--- src/rtl/pipe_pkg.sv ---
// Shared widths, depth bounds and count sizing
// for the pipeline stage register.
package pipe_pkg;

    localparam int DATA_W_DEF = 32;
    localparam int CTRL_W_DEF = 8;
    localparam int DEPTH_DEF  = 1;
    localparam int DEPTH_MIN  = 1;
    localparam int DEPTH_MAX  = 4;

    function automatic int cnt_w(input int depth);
        return $clog2(depth + 1);
    endfunction

endpackage

--- src/rtl/pipe_stage_slot.sv ---
// One pipeline slot: valid/data/ctrl register
// with load, flush and asynchronous clear.
module pipe_stage_slot
    import pipe_pkg::*;
#(
    parameter int DATA_W = DATA_W_DEF,
    parameter int CTRL_W = CTRL_W_DEF
) (
    input  logic              clock,
    input  logic              reset,
    input  logic              load,
    input  logic              flush,
    input  logic              up_valid,
    input  logic [DATA_W-1:0] up_data,
    input  logic [CTRL_W-1:0] up_ctrl,
    output logic              valid,
    output logic [DATA_W-1:0] data,
    output logic [CTRL_W-1:0] ctrl
);

    // Payload only moves with a valid entry, so bubbles keep old data.
    always_ff @(posedge clock or negedge reset) begin
        if (!reset) begin
            valid <= 1'b0;
            data  <= '0;
            ctrl  <= '0;
        end else if (flush) begin
            valid <= 1'b0;
        end else if (load) begin
            valid <= up_valid;
            if (up_valid) begin
                data <= up_data;
                ctrl <= up_ctrl;
            end
        end
    end

endmodule

--- src/rtl/pipe_stage_reg.sv ---
// Elastic multi-stage pipeline register with stall,
// flush and bubble collapse.
module pipe_stage_reg
    import pipe_pkg::*;
#(
    parameter int DATA_W = DATA_W_DEF,
    parameter int CTRL_W = CTRL_W_DEF,
    parameter int DEPTH  = DEPTH_DEF
) (
    input  logic                     clock,
    input  logic                     reset,
    input  logic                     in_valid,
    output logic                     in_ready,
    input  logic [DATA_W-1:0]        in_data,
    input  logic [CTRL_W-1:0]        in_ctrl,
    input  logic                     stall,
    input  logic                     flush,
    output logic                     out_valid,
    input  logic                     out_ready,
    output logic [DATA_W-1:0]        out_data,
    output logic [CTRL_W-1:0]        out_ctrl,
    output logic [cnt_w(DEPTH)-1:0]  count
);

    localparam int CNT_W = cnt_w(DEPTH);

    if (DEPTH < DEPTH_MIN || DEPTH > DEPTH_MAX) begin : g_bad_depth
        $error("pipe_stage_reg: DEPTH out of range");
    end

    logic [DEPTH-1:0]  valid;
    logic [DATA_W-1:0] data [DEPTH];
    logic [CTRL_W-1:0] ctrl [DEPTH];
    logic [DEPTH:0]    rdy;
    logic              go;

    assign go = !stall && !flush;

    // An empty slot is always ready, which collapses bubbles.
    always_comb begin
        rdy        = '0;
        rdy[DEPTH] = out_ready && go;
        for (int k = DEPTH - 1; k >= 0; k--) begin
            rdy[k] = !valid[k] || rdy[k+1];
        end
    end

    for (genvar k = 0; k < DEPTH; k++) begin : g_slot
        logic              up_valid;
        logic [DATA_W-1:0] up_data;
        logic [CTRL_W-1:0] up_ctrl;

        if (k == 0) begin : g_head
            assign up_valid = in_valid;
            assign up_data  = in_data;
            assign up_ctrl  = in_ctrl;
        end else begin : g_body
            assign up_valid = valid[k-1];
            assign up_data  = data[k-1];
            assign up_ctrl  = ctrl[k-1];
        end

        pipe_stage_slot #(
            .DATA_W (DATA_W),
            .CTRL_W (CTRL_W)
        ) u_slot (
            .clock    (clock),
            .reset    (reset),
            .load     (rdy[k] && go),
            .flush    (flush),
            .up_valid (up_valid),
            .up_data  (up_data),
            .up_ctrl  (up_ctrl),
            .valid    (valid[k]),
            .data     (data[k]),
            .ctrl     (ctrl[k])
        );
    end

    assign in_ready  = reset && rdy[0] && go;
    assign out_valid = valid[DEPTH-1] && go;
    assign out_data  = data[DEPTH-1];
    assign out_ctrl  = out_valid ? ctrl[DEPTH-1] : '0;

    always_comb begin
        count = '0;
        for (int k = 0; k < DEPTH; k++) begin
            count = count + CNT_W'(valid[k]);
        end
    end

endmodule

--- config.mk ---
export PLATFORM = sky130hd
export DESIGN_NAME = pipe_stage_reg
export DESIGN_NICKNAME = d
export VERILOG_FILES = /design/src/rtl/pipe_pkg.sv /design/src/rtl/pipe_stage_slot.sv /design/src/rtl/pipe_stage_reg.sv
export SDC_FILE = /design/constraint.sdc
export NUM_CORES = 1
export LEC_CHECK = 0
export BUFFER_PORTS_ARGS = -buffer_cell sky130_fd_sc_hd__buf_2
export CAP_MARGIN = 0
export CORE_ASPECT_RATIO = 1.2
export CORE_MARGIN = 10
export CORE_UTILIZATION = 49
export DETAILED_ROUTE_END_ITERATION = 6
export GPL_TIMING_DRIVEN = 0
export PLACE_DENSITY_LB_ADDON = 0.05
export SYNTH_ARGS = -nofsm -noshare
export SYNTH_HDL_FRONTEND = slang
export SYNTH_SLANG_ARGS = --single-unit
--- constraint.sdc ---
create_clock -name clock -period 4.7 [get_ports clock]
set_input_delay 0.94 -clock clock [delete_from_list [all_inputs] [get_ports clock]]
set_output_delay 0.94 -clock clock [all_outputs]
set_load 0.005 [all_outputs]
==> summary.md, run 1 <==
- status: completed
- Worst Path Max Fanout: 9
- Antenna diodes: 0
- Total Routing Usage GR: 0.126
- cell at the slowest stage of the critical path: sky130_fd_sc_hd__nor3b_1
- Die Footprint: 0.00659 sq mm
- maximum capacitance violations: 0
- Total Routed Length: 4150 um
- cell area after layout: 0.00244 sq mm
- Fillers: 278
- Critical Path Max Stage Delay: 0.70 ns
- Min Clock Period, post-route: 3.04 ns
- drt wl/cell: 16.6 um
- HPWL after DPL: 3240 um
- global route overflow: 0
- setup skew after layout: 0.00554 ns
- standard-cell rows: 24
- CTS max path bufs: 2
- final total negative setup slack: 0 ns
- leading cell types in the layout, fill and taps excluded: 88 x sky130_fd_sc_hd__buf_2, 41 x sky130_fd_sc_hd__dfrtp_1, 40 x sky130_fd_sc_hd__mux2_4
- sequential-to-total area share from yosys stat: 0.560
- final weighted congestion in routability-driven placement: 0.677
- synthesized net count: 148
- share of the core filled with cells: 0.672
- global-route wire length before repair: 6420 um
- depth of the CTS H-tree: 2
- later-pin clock latency in the skew report: 0.28 ns
- DRC violation total after the first TritonRoute iteration: 67
- clock tree from TritonCTS: yes
- Post-route DRC: 0
- Global Route met1 Usage: 0.143
- worst max-slew margin expressed relative to the limit: 0.391
- die height: 87.0 um
- area growth from synthesis to layout: 33.3%
- Synth warnings: 0
- PnR worst setup slack: 1.66 ns
- floorplan core area: 0.00363 sq mm
- most frequent standard cell in the layout excluding fill and tap cells: sky130_fd_sc_hd__buf_2
- layout net count: 243
- synthesized instance count: 102
- measured slew at the worst slew-check pin: 0.913 ns
- root buffer selected by CTS: sky130_fd_sc_hd__clkbuf_8
- RSZ-0062 raised after global routing: no
- register bit total from synthesis: 41
- Max Transition Viols Final: 0
- critical path's most frequent cell: sky130_fd_sc_hd__buf_2
- category of the worst setup path capture point: primary output
- worst hold path type: register to register
- syn avg cell area: 18.0 sq um
- met2 Track Usage GR: 0.211
- number of instances in the placed design: 242
- met3 track demand over resource in global routing: 0.0502
- number of vias after detailed routing: 1157
- vias in the first global route: 1331
- pin count of the biggest net entering global routing: 43
- number of placed I/O pins: 89
- number of gates given a new drive strength after cts: 0
- initial antenna violation count: 0
- Critical Path AT: 2.10 ns
- Layout Cells excl Fill: 249
- initial core utilization: 0.504
- upper clock frequency limit: 329 MHz
- count of final setup violators: 0
- total placed instance area: 0.00234 sq mm
- Cell variety after synth: 13
- post-synthesis instance area: 0.00183 sq mm
- total setup buffers inserted after CTS: 0
- count of final hold-check violations: 0
- critical path cell sequence: buf_2 -> nor3b_1 -> and2_1 -> buf_2
- Worst Setup Slack post-DPL: 1.60 ns
- number of buffers created by CTS: 5
- fraction of final layout cells with drive strength greater than 1: 0.721
- post-route fraction of the period consumed by the critical path: 0.648
- Post-DRT Antenna Nets: 0
- Vias/cell: 4.65
- die width: 75.8 um
- TritonRoute pass-1 iters: 4
- total power per unit cell area: 392 mW/mm^2
- worst vdd ir: 0.266 mV
- crit start category: primary input
- Worst Path Required: 3.76 ns
- number of clock sinks: 41
- GRT busiest layer: met2
- hold bufs inserted after CTS: 0
- Buffers on Ports: 88
- setup slack of the most critical reg-to-reg path: 2.97 ns
- critical path start-end classification: primary input to primary output
- standby leakage power: 1.37 nW
- clock slew seen by the registers of the worst setup and hold paths: 0.07 ns
final cells by class:
cell class / instances / area, sq um / area share
Inverter: 1 / 3.75 / 0.00154
Sequential cell: 41 / 1030 / 0.420
Tap cell: 52 / 65.1 / 0.0267
Timing Repair Buffer: 88 / 440 / 0.180
Clock buffer: 5 / 68.8 / 0.0282
Clock inverter: 2 / 35.0 / 0.0144
Buffer: 5 / 91.3 / 0.0374
Multi-Input combinational cell: 55 / 711 / 0.291
synth_stat cells:
cell,number,share of area
sky130_fd_sc_hd__nor3b_1,1,0.0041
sky130_fd_sc_hd__a21oi_1,1,0.0027
sky130_fd_sc_hd__or4b_4,1,0.0075
sky130_fd_sc_hd__buf_6,1,0.0061
sky130_fd_sc_hd__buf_12,4,0.044
sky130_fd_sc_hd__and2_1,8,0.027
sky130_fd_sc_hd__o21ai_0,1,0.0027
sky130_fd_sc_hd__nand2b_1,1,0.0034
sky130_fd_sc_hd__nor2b_4,1,0.0075
sky130_fd_sc_hd__nor4b_1,1,0.0048
sky130_fd_sc_hd__mux2_4,40,0.33
sky130_fd_sc_hd__dfrtp_1,41,0.56
sky130_fd_sc_hd__inv_1,1,0.0020
sequential cells by signal, indices dropped and copies added, names as in the netlist:
signal,cells
g_slot.u_slot.data,32
g_slot.u_slot.ctrl,8
g_slot.u_slot.valid,1
critical path, delay by kind of cell:
family / cells / cell delay, ns
buffers and inverters: 2 / 0.23
and+or+nand+nor: 2 / 0.93
kinds of logic after synthesis:
family / synth area share
DFF: 0.560
muxes: 0.328
and+or+nand+nor: 0.0546
buffers and inverters: 0.0519
AOI/OAI and AO/OA: 0.00546
metal layers:
metal | vias to the layer above | share of wire
li1 | 540 | -
met1 | 562 | 0.39
met2 | 51 | 0.49
met3 | 4 | 0.11
met4 | 0 | 0.0080
met5 | - | 0
path summary, 6_finish.rpt:
| check | startpoint | to | cells past startpoint |
|---|---|---|---|
| setup / recovery | flush | out_ctrl[6] | 4 |
| hold / removal | g_slot[0].u_slot.data[12] | g_slot[0].u_slot.data[12] | 1 |
| setup reg to reg | g_slot[0].u_slot.valid | g_slot[0].u_slot.ctrl[1] | 5 |
| hold reg to reg | g_slot[0].u_slot.data[12] | g_slot[0].u_slot.data[12] | 1 |
| max in group asynchronous | reset | g_slot[0].u_slot.ctrl[5] | 1 |
| min in group asynchronous | reset | g_slot[0].u_slot.data[16] | 1 |
metrics by stage:
step           hold WS (ns)  power, W
4_1_cts               0.505  0.000972
3_5_place_dp          0.484  0.000701
2_1_floorplan         0.473  0.000592
3_3_place_gp          0.486  0.000691
5_1_grt               0.525   0.00101
6_report              0.506  0.000956
power breakdown:
| group | total [W] | internal (W) | leakage [nW] | switching [W] |
|---|---|---|---|---|
| combinational | 0.000229 | 0.000154 | 0.831 | 0.0000749 |
| sequential | 0.000461 | 0.000424 | 0.487 | 0.0000367 |
| clock | 0.000266 | 0.000154 | 0.0540 | 0.000112 |
| total | 0.000956 | 0.000733 | 1.37 | 0.000223 |
Power figures use the tool's default switching activity.
==> run 2, diff against run 1 <==
Settings changed: CORE_UTILIZATION 49 to 45.
Clock period 4.7 ns to 3.02 ns, I/O delays scaled along.
==> summary.md, run 2 (synthesized netlist as in run 1, its figures left out) <==
- registers with the most flip-flops: g_slot.u_slot.data: 32 flops, g_slot.u_slot.ctrl: 8 flops, g_slot.u_slot.valid: 1 flops
- post-route fraction of the period consumed by the critical path: 0.788
- critical path cell sequence: buf_2 -> nor4b_1 -> buf_2
- global-route wire length before repair: 6900 um, +7.5%
- TritonRoute pass-1 iters: 4, unchanged
- measured slew at the worst slew-check pin: 0.895 ns, -0.0179 ns
- upper clock frequency limit: 420 MHz
- status: completed
- number of gates given a new drive strength after cts: 0, unchanged
- CTS max path bufs: 2, unchanged
- setup skew after layout: 0.00222 ns, -0.00332 ns
- count of final setup violators: 0, unchanged
- critical path start-end classification: primary input to primary output
- Vias/cell: 4.54, -2.4%
- total setup buffers inserted after CTS: 0, unchanged
- Critical Path Max Stage Delay: 0.67 ns, -0.03 ns
- root buffer selected by CTS: sky130_fd_sc_hd__clkbuf_8
- Worst Path Max Fanout: 42, +33
- cell at the slowest stage of the critical path: sky130_fd_sc_hd__buf_2
- Fillers: 332, +19%
- layout net count: 243, unchanged
- final total negative setup slack: 0 ns, unchanged
- Worst Path Required: 2.42 ns, -1.34 ns
- Antenna diodes: 0, unchanged
- Total Routed Length: 4290 um, +3.4%
- clock tree from TritonCTS: yes
- worst max-slew margin expressed relative to the limit: 0.403, +0.0119
- count of final hold-check violations: 0, unchanged
- Post-DRT Antenna Nets: 0, unchanged
- crit start category: primary input
- fraction of final layout cells with drive strength greater than 1: 0.717, -0.00364
- Critical path buffers and inverters: 2, unchanged
- PnR worst setup slack: 0.639 ns, -1.02 ns
- critical path's most frequent cell: sky130_fd_sc_hd__buf_2
- number of placed I/O pins: 89, unchanged
- DRC violation total after the first TritonRoute iteration: 42, -37%
- register containing the most flip-flops in the final layout: g_slot.u_slot.data
- maximum capacitance violations: 0, unchanged
- die height: 89.9 um, +3.4%
- Min Clock Period, post-route: 2.38 ns
- number of buffers created by CTS: 5, unchanged
- hold bufs inserted after CTS: 0, unchanged
- later-pin clock latency in the skew report: 0.29 ns, about the same
- initial core utilization: 0.465, -0.0394
- floorplan core area: 0.00394 sq mm, +8.5%
- initial antenna violation count: 0, unchanged
- Buffers on Ports: 88, unchanged
- Total Routing Usage GR: 0.123, -0.00293
- standard-cell rows: 25, +4.2%
- number of vias after detailed routing: 1143, -1.2%
- RSZ-0062 raised after global routing: no
- standby leakage power: 1.38 nW, +0.32%
- most frequent standard cell in the layout excluding fill and tap cells: sky130_fd_sc_hd__buf_2
- final weighted congestion in routability-driven placement: 0.654, -3.4%
- worst hold path type: primary input to asynchronous set/reset pin
- Die Footprint: 0.00703 sq mm, +6.7%
- Max Transition Viols Final: 0, unchanged
- global route overflow: 0, unchanged
- depth of the CTS H-tree: 2, unchanged
- die width: 78.2 um, +3.2%
- total power per unit cell area: 620 mW/mm^2, +58%
- leading cell types in the layout, fill and taps excluded: 88 x sky130_fd_sc_hd__buf_2, 41 x sky130_fd_sc_hd__dfrtp_1, 40 x sky130_fd_sc_hd__mux2_4
- Post-route DRC: 0, unchanged
- drt wl/cell: 17.0 um, +2.1%
- clock slew seen by the registers of the worst setup and hold paths: 0.08 ns, about the same
- crit-path leading delay family: buffers and inverters
- number of clock sinks: 41, unchanged
- area growth from synthesis to layout: 34.1%
- worst vdd ir: 0.388 mV, +46%
- pin count of the biggest net entering global routing: 43, unchanged
- category of the worst setup path capture point: primary output
- vias in the first global route: 1344, +0.98%
- Worst Setup Slack post-DPL: 0.573 ns, -1.03 ns
- Critical Path AT: 1.78 ns, -0.32 ns
- flip-flop count of the largest register, all copies and words added: 32, unchanged
run 2: final cells by class:
class | instances | area [sq um] | area share
Multi-Input combinational cell | 55 | 711 | 0.289
Inverter | 1 | 3.75 | 0.00153
Clock inverter | 1 | 30.0 | 0.0122
Tap cell | 54 | 67.6 | 0.0275
Timing Repair Buffer | 88 | 440 | 0.179
Sequential cell | 41 | 1030 | 0.418
Clock buffer | 7 | 86.3 | 0.0352
Buffer | 5 | 91.3 | 0.0372
run 2: path summary, 6_finish.rpt:
| path | from | to | slack, ns | depth (start not counted) |
|---|---|---|---|---|
| setup / recovery | reset | in_ready | 0.64 | 3 |
| min in group clock | g_slot[0].u_slot.data[15] | g_slot[0].u_slot.data[15] | 0.50 | 1 |
| hold reg to reg | g_slot[0].u_slot.data[15] | g_slot[0].u_slot.data[15] | 0.50 | 1 |
| setup reg to reg | g_slot[0].u_slot.valid | g_slot[0].u_slot.data[9] | 1.27 | 5 |
| max in group asynchronous | reset | g_slot[0].u_slot.data[26] | 2.03 | 1 |
| hold / removal | reset | g_slot[0].u_slot.data[15] | 0.44 | 1 |
run 2: per-layer routing:
layer,global-route usage,routed length [um],up-vias
met5,0,0,-
met4,0.0359,27,0
met3,0.0667,441,3
met2,0.207,2180,52
met1,0.128,1640,549
li1,-,-,539
run 2: through the flow:
step	hold WS (ns)	power (W)	cells	cell area, sq um	utilization
floorplan	0.308	0.000921	102	1830	-
global placement	0.486	0.00108	244	2340	0.594
detailed placement	0.487	0.00109	244	2340	0.594
CTS	0.472	0.00155	252	2460	0.623
global route	0.495	0.00162	252	2460	0.623
finish	0.437	0.00152	252	2460	0.623
run 2: power breakdown:
part	switching (W)	internal [W]	leakage [nW]
Clock	0.000180	0.000269	0.0585
Sequential	0.0000580	0.000660	0.487
Combinational	0.000116	0.000240	0.831
==> run 3, diff against run 2 <==
Clock period 3.02 ns to 2.3 ns, I/O delays scaled along.
==> summary.md, run 3 (synthesized netlist as in run 1, its figures left out) <==
- Total Routing Usage GR: 0.123, unchanged
- critical path cell sequence: clkbuf_4 -> nor4b_1 -> buf_2
- worst vdd ir: 0.510 mV, +31%
- Critical Path Max Stage Delay: 0.47 ns, -0.20 ns
- die height: 89.9 um, unchanged
- CTS max path bufs: 2, unchanged
- leading cell types in the layout, fill and taps excluded: 87 x sky130_fd_sc_hd__buf_2, 41 x sky130_fd_sc_hd__dfrtp_1, 40 x sky130_fd_sc_hd__mux2_4
- number of instances in the placed design: 244, unchanged
- Worst Path Max Fanout: 42, unchanged
- flip-flop count of the largest register, all copies and words added: 32, unchanged
- worst max-slew margin expressed relative to the limit: 0.633, +0.230
- Total Routed Length: 4320 um, +0.79%
- Critical Path AT: 1.45 ns, -0.33 ns
- measured slew at the worst slew-check pin: 0.550 ns, -0.345 ns
- clock slew seen by the registers of the worst setup and hold paths: 0.08 ns, about the same
- global route overflow: 0, unchanged
- number of buffers created by CTS: 5, unchanged
- Layout Cells excl Fill: 252, unchanged
- Min Clock Period, post-route: 1.91 ns
- Antenna diodes: 0, unchanged
- category of the worst setup path capture point: primary output
- floorplan core area: 0.00394 sq mm, unchanged
- Buffers on Ports: 88, unchanged
- Worst Hold Margin: 0.181 ns, -0.257 ns
- maximum capacitance violations: 0, unchanged
- later-pin clock latency in the skew report: 0.29 ns, about the same
- cell at the slowest stage of the critical path: sky130_fd_sc_hd__clkbuf_4
- setup skew after layout: 0.00222 ns, -0.00000114 ns
- Fillers: 330, -0.60%
- layout net count: 243, unchanged
- number of placed I/O pins: 89, unchanged
- area growth from synthesis to layout: 34.5%
- cell area after layout: 0.00246 sq mm, +0.31%
- Power, Total: 0.00200 W, +31%
- Max Transition Viols Final: 0, unchanged
- Post-DRT Antenna Nets: 0, unchanged
- Vias/cell: 4.50, -0.79%
- vias in the first global route: 1344, unchanged
- Post-route DRC: 0, unchanged
- pin count of the biggest net entering global routing: 43, unchanged
- standby leakage power: 1.38 nW, +0.15%
- upper clock frequency limit: 525 MHz
- post-route fraction of the period consumed by the critical path: 0.829
- standard-cell rows: 25, unchanged
- register containing the most flip-flops in the final layout: g_slot.u_slot.data
- critical path start-end classification: primary input to primary output
- drt wl/cell: 17.1 um, +0.79%
- initial antenna violation count: 0, unchanged
- registers with the most flip-flops: g_slot.u_slot.data: 32 flops, g_slot.u_slot.ctrl: 8 flops, g_slot.u_slot.valid: 1 flops
- count of final setup violators: 0, unchanged
- Worst Path Required: 1.84 ns, -0.58 ns
- DRC violation total after the first TritonRoute iteration: 43, +2.4%
- fraction of final layout cells with drive strength greater than 1: 0.722, +0.00505
- number of clock sinks: 41, unchanged
- most frequent standard cell in the layout excluding fill and tap cells: sky130_fd_sc_hd__buf_2
- Die Footprint: 0.00703 sq mm, unchanged
- crit start category: primary input
- final total negative setup slack: 0 ns, unchanged
- clock tree from TritonCTS: yes
- total placed instance area: 0.00234 sq mm, unchanged
- number of vias after detailed routing: 1134, -0.79%
- total setup buffers inserted after CTS: 0, unchanged
- root buffer selected by CTS: sky130_fd_sc_hd__clkbuf_8
- RSZ-0062 raised after global routing: no
- total power per unit cell area: 812 mW/mm^2, +31%
- initial core utilization: 0.465, unchanged
- global-route wire length before repair: 6900 um, unchanged
- TritonRoute pass-1 iters: 4, unchanged
- final weighted congestion in routability-driven placement: 0.654, unchanged
- depth of the CTS H-tree: 2, unchanged
- status: completed
- die width: 78.2 um, unchanged
- worst hold path type: primary input to asynchronous set/reset pin
- count of final hold-check violations: 0, unchanged
run 3: cell types whose count changed in the layout (fill, tap and decap cells not counted), sizes merged:
cell	previous run	this run
buf	93	92
clkbuf	7	8
run 3: cell type report:
type | instances | area (sq um) | share of cell area
buffer | 5 | 91.3 | 0.0371
clock buffer | 7 | 86.3 | 0.0350
clock inverter | 1 | 30.0 | 0.0122
inverter | 1 | 3.75 | 0.00152
multi-input combinational | 55 | 716 | 0.291
sequential | 41 | 1030 | 0.416
tap | 54 | 67.6 | 0.0274
timing repair buffer | 88 | 443 | 0.180
run 3: report_power, final:
| group | internal [W] | switching, W | total (W) |
|---|---|---|---|
| clock network | 0.000354 | 0.000236 | 0.000590 |
| registers | 0.000866 | 0.0000760 | 0.000942 |
| logic | 0.000316 | 0.000153 | 0.000469 |
| total | 0.00154 | 0.000466 | 0.00200 |
run 3: worst max-delay path, delay by kind of cell:
| kind | cells | cell delay, ns |
|---|---|---|
| and+or+nand+nor | 1 | 0.32 |
| buffers and inverters | 2 | 0.65 |
run 3: layer usage:
layer | up-vias | share of wire | global-route usage
li1 | 537 | - | -
met1 | 542 | 0.38 | 0.128
met2 | 52 | 0.51 | 0.207
met3 | 3 | 0.10 | 0.0667
met4 | 0 | 0.0063 | 0.0359
met5 | - | 0 | 0
run 3: path summary, 6_finish.rpt:
check	from	end	slack [ns]	cells past startpoint
setup / recovery	reset	in_ready	0.39	3
hold / removal	reset	g_slot[0].u_slot.data[15]	0.18	1
setup reg to reg	g_slot[0].u_slot.valid	g_slot[0].u_slot.data[9]	0.56	5
hold reg to reg	g_slot[0].u_slot.data[15]	g_slot[0].u_slot.data[15]	0.50	1
max in group asynchronous	reset	g_slot[0].u_slot.data[26]	1.75	1
min in group clock	flush	g_slot[0].u_slot.valid	0.38	2
run 3: what timing repair did:
action	CTS	global route
setup endpoints to repair	0	9
gates resized for setup	0	2
hold buffers	0	0
run 3: through the flow:
step	setup slack (ns)	util
2_1_floorplan	0.613	-
3_3_place_gp	0.201	0.594
3_5_place_dp	0.141	0.594
4_1_cts	0.0907	0.623
5_1_grt	0.248	0.625
6_report	0.394	0.625
